--- config.mk ---
export PLATFORM = sky130hd
export DESIGN_NAME = uart_tx_frame_ctrl
export DESIGN_NICKNAME = d
export VERILOG_FILES = /design/src/rtl/uart_tx_frame_ctrl.sv
export SDC_FILE = /design/constraint.sdc
export NUM_CORES = 1
export LEC_CHECK = 0
export ABC_AREA = 1
export CORE_MARGIN = 3
export CORE_UTILIZATION = 25
export CTS_BUF_LIST = sky130_fd_sc_hd__clkbuf_4
export DETAILED_ROUTE_END_ITERATION = 8
export SYNTH_ARGS = -nofsm -noshare
export SYNTH_HDL_FRONTEND = slang
export SYNTH_SLANG_ARGS = --single-unit
--- constraint.sdc ---
create_clock -name clk -period 2.76 [get_ports clk]
set_input_delay 0.552 -clock clk [delete_from_list [all_inputs] [get_ports clk]]
set_output_delay 0.552 -clock clk [all_outputs]
set_load 0.02 [all_outputs]
--- src/rtl/uart_tx_frame_ctrl.sv ---
// -----------------------------------------------------------------------------
// uart_tx_frame_ctrl
//
// Frame controller for the UART transmit path. It sits directly downstream of
// the Serializer: it gates the Serializer shift enable, watches its last-bit
// flag and builds the line frame
//   start(0) | DATA_WIDTH data bits, LSB first | optional parity | stop(1)
// at one line bit per clk.
//
// Optional build feature:
//   UART_TX_TWO_STOP_EN  - when defined, a second stop bit (STOP2) is appended.
//
// Parameters:
//   DATA_WIDTH   data bits per frame; must match the Serializer width.
//
// Ports:
//   clk          system clock, one TX bit per cycle
//   rst          synchronous, active-high reset
//   P_Data       parallel byte, sampled on an accepted Data_valid (parity source)
//   Data_valid   frame request, accepted only while busy=0
//   PAR_EN       1 = insert parity bit (sampled at acceptance)
//   PAR_TYP      0 = even, 1 = odd parity (sampled at acceptance)
//   ser_data     current data bit from the Serializer
//   ser_done     Serializer last-bit flag
//   ser_en       shift enable to the Serializer
//   TX_OUT       serial line, idle high
//   busy         frame in progress
//   frame_err    one-clk pulse when ser_done fails to arrive in time
// -----------------------------------------------------------------------------
module uart_tx_frame_ctrl #(
    parameter int DATA_WIDTH = 8
) (
    input  logic                  clk,
    input  logic                  rst,
    input  logic [DATA_WIDTH-1:0] P_Data,
    input  logic                  Data_valid,
    input  logic                  PAR_EN,
    input  logic                  PAR_TYP,
    input  logic                  ser_data,
    input  logic                  ser_done,
    output logic                  ser_en,
    output logic                  TX_OUT,
    output logic                  busy,
    output logic                  frame_err
);

    localparam int CNT_W = (DATA_WIDTH > 1) ? $clog2(DATA_WIDTH) : 1;
    localparam logic [CNT_W-1:0] CNT_LAST = CNT_W'(DATA_WIDTH - 1);

    typedef enum logic [2:0] {
        S_IDLE,
        S_START,
        S_DATA,
        S_PARITY,
        S_STOP
`ifdef UART_TX_TWO_STOP_EN
        , S_STOP2
`endif
    } state_t;

    state_t           r_state;
    state_t           w_next;
    logic [CNT_W-1:0] r_cnt;
    logic             r_par_bit;
    logic             r_par_en;
    logic             r_frame_err;
    logic             w_accept;
    logic             w_timeout;

    assign w_accept  = (r_state == S_IDLE) && Data_valid;
    // Last nominal DATA cycle reached without the Serializer flagging its last
    // bit: abandon the data phase and close the frame with a stop bit.
    assign w_timeout = (r_state == S_DATA) && !ser_done && (r_cnt == CNT_LAST);

    // State register
    always_ff @(posedge clk) begin
        if (rst) begin
            r_state <= S_IDLE;
        end else begin
            r_state <= w_next;
        end
    end

    // Next state and line decode. TX_OUT is left combinational so each data
    // bit lines up with the Serializer shift it belongs to.
    always_comb begin
        w_next = r_state;
        ser_en = 1'b0;
        TX_OUT = 1'b1;
        busy   = 1'b1;
        case (r_state)
            S_IDLE: begin
                busy = 1'b0;
                if (Data_valid) begin
                    w_next = S_START;
                end
            end
            S_START: begin
                TX_OUT = 1'b0;
                w_next = S_DATA;
            end
            S_DATA: begin
                ser_en = 1'b1;
                TX_OUT = ser_data;
                if (ser_done) begin
                    w_next = r_par_en ? S_PARITY : S_STOP;
                end else if (w_timeout) begin
                    w_next = S_STOP;
                end
            end
            S_PARITY: begin
                TX_OUT = r_par_bit;
                w_next = S_STOP;
            end
            S_STOP: begin
`ifdef UART_TX_TWO_STOP_EN
                w_next = S_STOP2;
`else
                w_next = S_IDLE;
`endif
            end
`ifdef UART_TX_TWO_STOP_EN
            S_STOP2: begin
                w_next = S_IDLE;
            end
`endif
            default: begin
                busy   = 1'b0;
                w_next = S_IDLE;
            end
        endcase
    end

    // Frame bookkeeping: parity/config capture, DATA bit counter, error pulse
    always_ff @(posedge clk) begin
        if (rst) begin
            r_par_bit   <= 1'b0;
            r_par_en    <= 1'b0;
            r_cnt       <= '0;
            r_frame_err <= 1'b0;
        end else begin
            if (w_accept) begin
                // Parity type is folded into the stored bit, so only the
                // final line value needs to be kept for the frame.
                r_par_bit <= (^P_Data) ^ PAR_TYP;
                r_par_en  <= PAR_EN;
            end
            r_cnt       <= ((r_state == S_DATA) && (w_next == S_DATA)) ? r_cnt + 1'b1 : '0;
            r_frame_err <= w_timeout;
        end
    end

    assign frame_err = r_frame_err;

endmodule

==> flow_metrics.py <==
metrics = {
    "outcome": {
        "status": "completed",
    },
    "global_routing": {
        "grt.overflow.total": 0,
        "grt_pass1_vias": 523,
        "grt_first_pass_wirelength_um": 1911,
        "grt_use_total": 0.09315,
        "grt_antenna_before_repair": 0,
        "grt_max_degree": 7,
    },
    "drt": {
        "vias": 537,
        "ant_nets": 0,
        "drc_errors": 0,
        "dr.pass1.iters": 3,
        "drt-initial-drc-count": 11,
        "viasPerCell": 4.038,
        "wl_um": 1072,
        "wl_per_cell_um": 8.060,
    },
    "power_and_ir_drop": {
        "p_leak_nw": 0.3988,
        "p_clk_frac": 0.317,
        "ir_worst_vdd_mv": 0.1321,
        "finalPower_mw": 0.3480,
        "p_per_area_nw_per_um2": 437.3,
        "seq_power_share": 0.402,
        "p_sw_frac": 0.2821,
        "power.internal_mw": 0.2498,
        "combPwrFrac": 0.281,
        "switchingPower_mw": 0.09817,
    },
    "finish": {
        "area_growth_pct": 44.22,
        "final_common_cell": "clkdlybuf4s50_1",
        "fin_nets": 124,
        "diodes": 0,
        "final_cell_mix": "clkdlybuf4s50_1 (18), nand2_1 (16), inv_1 (15)",
        "drive_gt1_frac": 0.1698,
    },
    "sta": {
        "rsz0062_at_grt": "no",
        "maxSlewViolCount": 0,
        "tightest_slew_ns": 0.3705,
        "slew_headroom": 0.7517,
        "fmax_mhz": 435.0,
        "clock_skew_ns": 0.003198,
        "finalHoldViolations": 0,
        "finalCriticalPeriod_ns": 2.299,
        "fin_tns_setup_ns": 0,
        "finalSetupViolations": 0,
        "post-route-period-util": 0.8329,
    },
    "floorplanning": {
        "start_util": 0.2729,
        "die_height_um": 52.98,
        "io_pins": 19,
        "die_area_um2": 2807,
        "die_w_um": 52.98,
        "num_rows": 16,
        "core_um2": 2022,
    },
    "clock_tree": {
        "clock_sinks": 9,
        "cts-root-buf": "clkbuf_4",
        "post_cts_buffers": 0,
        "cts_resized": 0,
        "clk_pin_slew_ns": 0.06,
        "clockBufferDepth": 2,
        "cts_tree": "built",
        "cts-hold-fix-buffers": 0,
        "cts_made_buffers": 3,
        "htreeDepth": 1,
        "clk_latency_ns": 0.26,
    },
    "worst_setup_path": {
        "required_ns": 2.21,
        "r2r_setup_slack_ns": 1.43,
        "cp-start-kind": "input pin",
        "crit_type": "input pin to output port",
        "worstRegToRegCells": 7,
        "crit_path_end_kind": "output port",
        "worst_ep_arrival_time_ns": 1.75,
        "path_max_fanout": 1,
    },
    "synthesis": {
        "synth_cells": 84,
        "ys_ff_latch": 9,
        "netlist.area_leader.share": 0.3265,
        "ys_types": 19,
        "yosysTopAreaCell": "dfxtp_1",
        "netlist_area_um2": 551.8,
        "yosysWarnings": 0,
        "yosysSeqAreaShare": 0.3265,
        "syn_avg_cell_area_um2": 6.569,
        "synth_fp_nets": 101,
        "synthTopCellsByArea": "dfxtp_1 (33%), nand2_1 (11%), inv_1 (10%)",
    },
    "place": {
        "dp_hpwl_um": 925.8,
        "io_buffers": 18,
        "gp_congestion": 0.7572,
    },
    "hold_path": {
        "hp-class": "register to register",
        "min_path_cells": 1,
    },
    "run": {
        "max_cap_violations": 0,
    },
}
[sequential cells by signal, summed over array words and instances (netlist names)]
register	flops
r_par_bit	1
frame_err	1
r_state	3
r_par_en	1
r_cnt	3
[metrics by stage]
stage,utilization,cell area [um2],setup WS [ns],std cells,hold slack (ns)
finish,0.3936,795.8,0.4611,133,0.4218
global placement,0.3787,765.7,0.4769,129,0.4078
detailed placement,0.3787,765.7,0.4541,129,0.4141
floorplan,-,551.8,1.194,84,0.3977
CTS,0.3936,795.8,0.4486,133,0.4227
global route,0.3936,795.8,0.3411,133,0.4478
[power groups by stage]
stage          logic, mW  clock network, mW  registers (mW)
5_1_grt            0.110              0.122           0.141
3_5_place_dp      0.0982                  0           0.143
3_3_place_gp      0.0964                  0           0.143
2_1_floorplan     0.0565                  0           0.142
6_report          0.0978              0.110           0.140
4_1_cts           0.0992              0.115           0.140
[synth_stat cells]
library cell  instances
nor3_2                1
nand3_1               4
o21ai_2               1
inv_2                 7
a21oi_2               1
nor3_1                3
dfxtp_1               9
or2_1                 1
nor2_2                2
a21oi_1               4
nand4_2               1
xnor2_1               2
nand2_2               1
nor2_1                9
o21ai_1               3
ha_1                  2
xor2_1                2
nand2_1              16
inv_1                15
[critical path, stage by stage]
cell and delay, ns:
clkdlybuf4s50_1 0.46, a21oi_1 0.05, o21ai_1 0.07, clkdlybuf4s50_1 0.61
[layer usage]
layer | part of all wire | vias to the layer above | global-route usage
met5 | 0 | - | 0
met4 | 0.013 | 0 | 0.03830
met3 | 0.067 | 2 | 0.02535
met2 | 0.50 | 13 | 0.1798
met1 | 0.42 | 223 | 0.09137
li1 | - | 299 | -
[path summary, 6_finish.rpt]
path                              end                 from
setup / recovery               TX_OUT             ser_data
hold / removal    r_cnt[0]$_SDFF_PP0_  r_cnt[0]$_SDFF_PP0_
setup reg to reg  r_cnt[1]$_SDFF_PP0_  r_cnt[0]$_SDFF_PP0_
hold reg to reg   r_cnt[0]$_SDFF_PP0_  r_cnt[0]$_SDFF_PP0_
[final cells by class]
| cell class | count | area [um2] |
|---|---|---|
| repair buffers | 18 | 180.2 |
| clock buffers | 4 | 30.03 |
| multi-input cells | 53 | 289.0 |
| inverters | 22 | 82.58 |
| fillers | 232 | 1226 |
| flip-flops and latches | 9 | 180.2 |
| well taps | 27 | 33.78 |
[cells by family (layout without fill, tap and decap cells)]
family          count (synthesis)  in the layout  share of synthesized area
compound gates                  9              9                    0.09524
xor+xnor                        4              4                    0.06350
fa+ha+maj                       2              2                    0.04534
buf+inv                        22             44                     0.1497
flops                           9              9                     0.3265
simple gates                   38             38                     0.3197
Power figures use the tool's default switching activity.
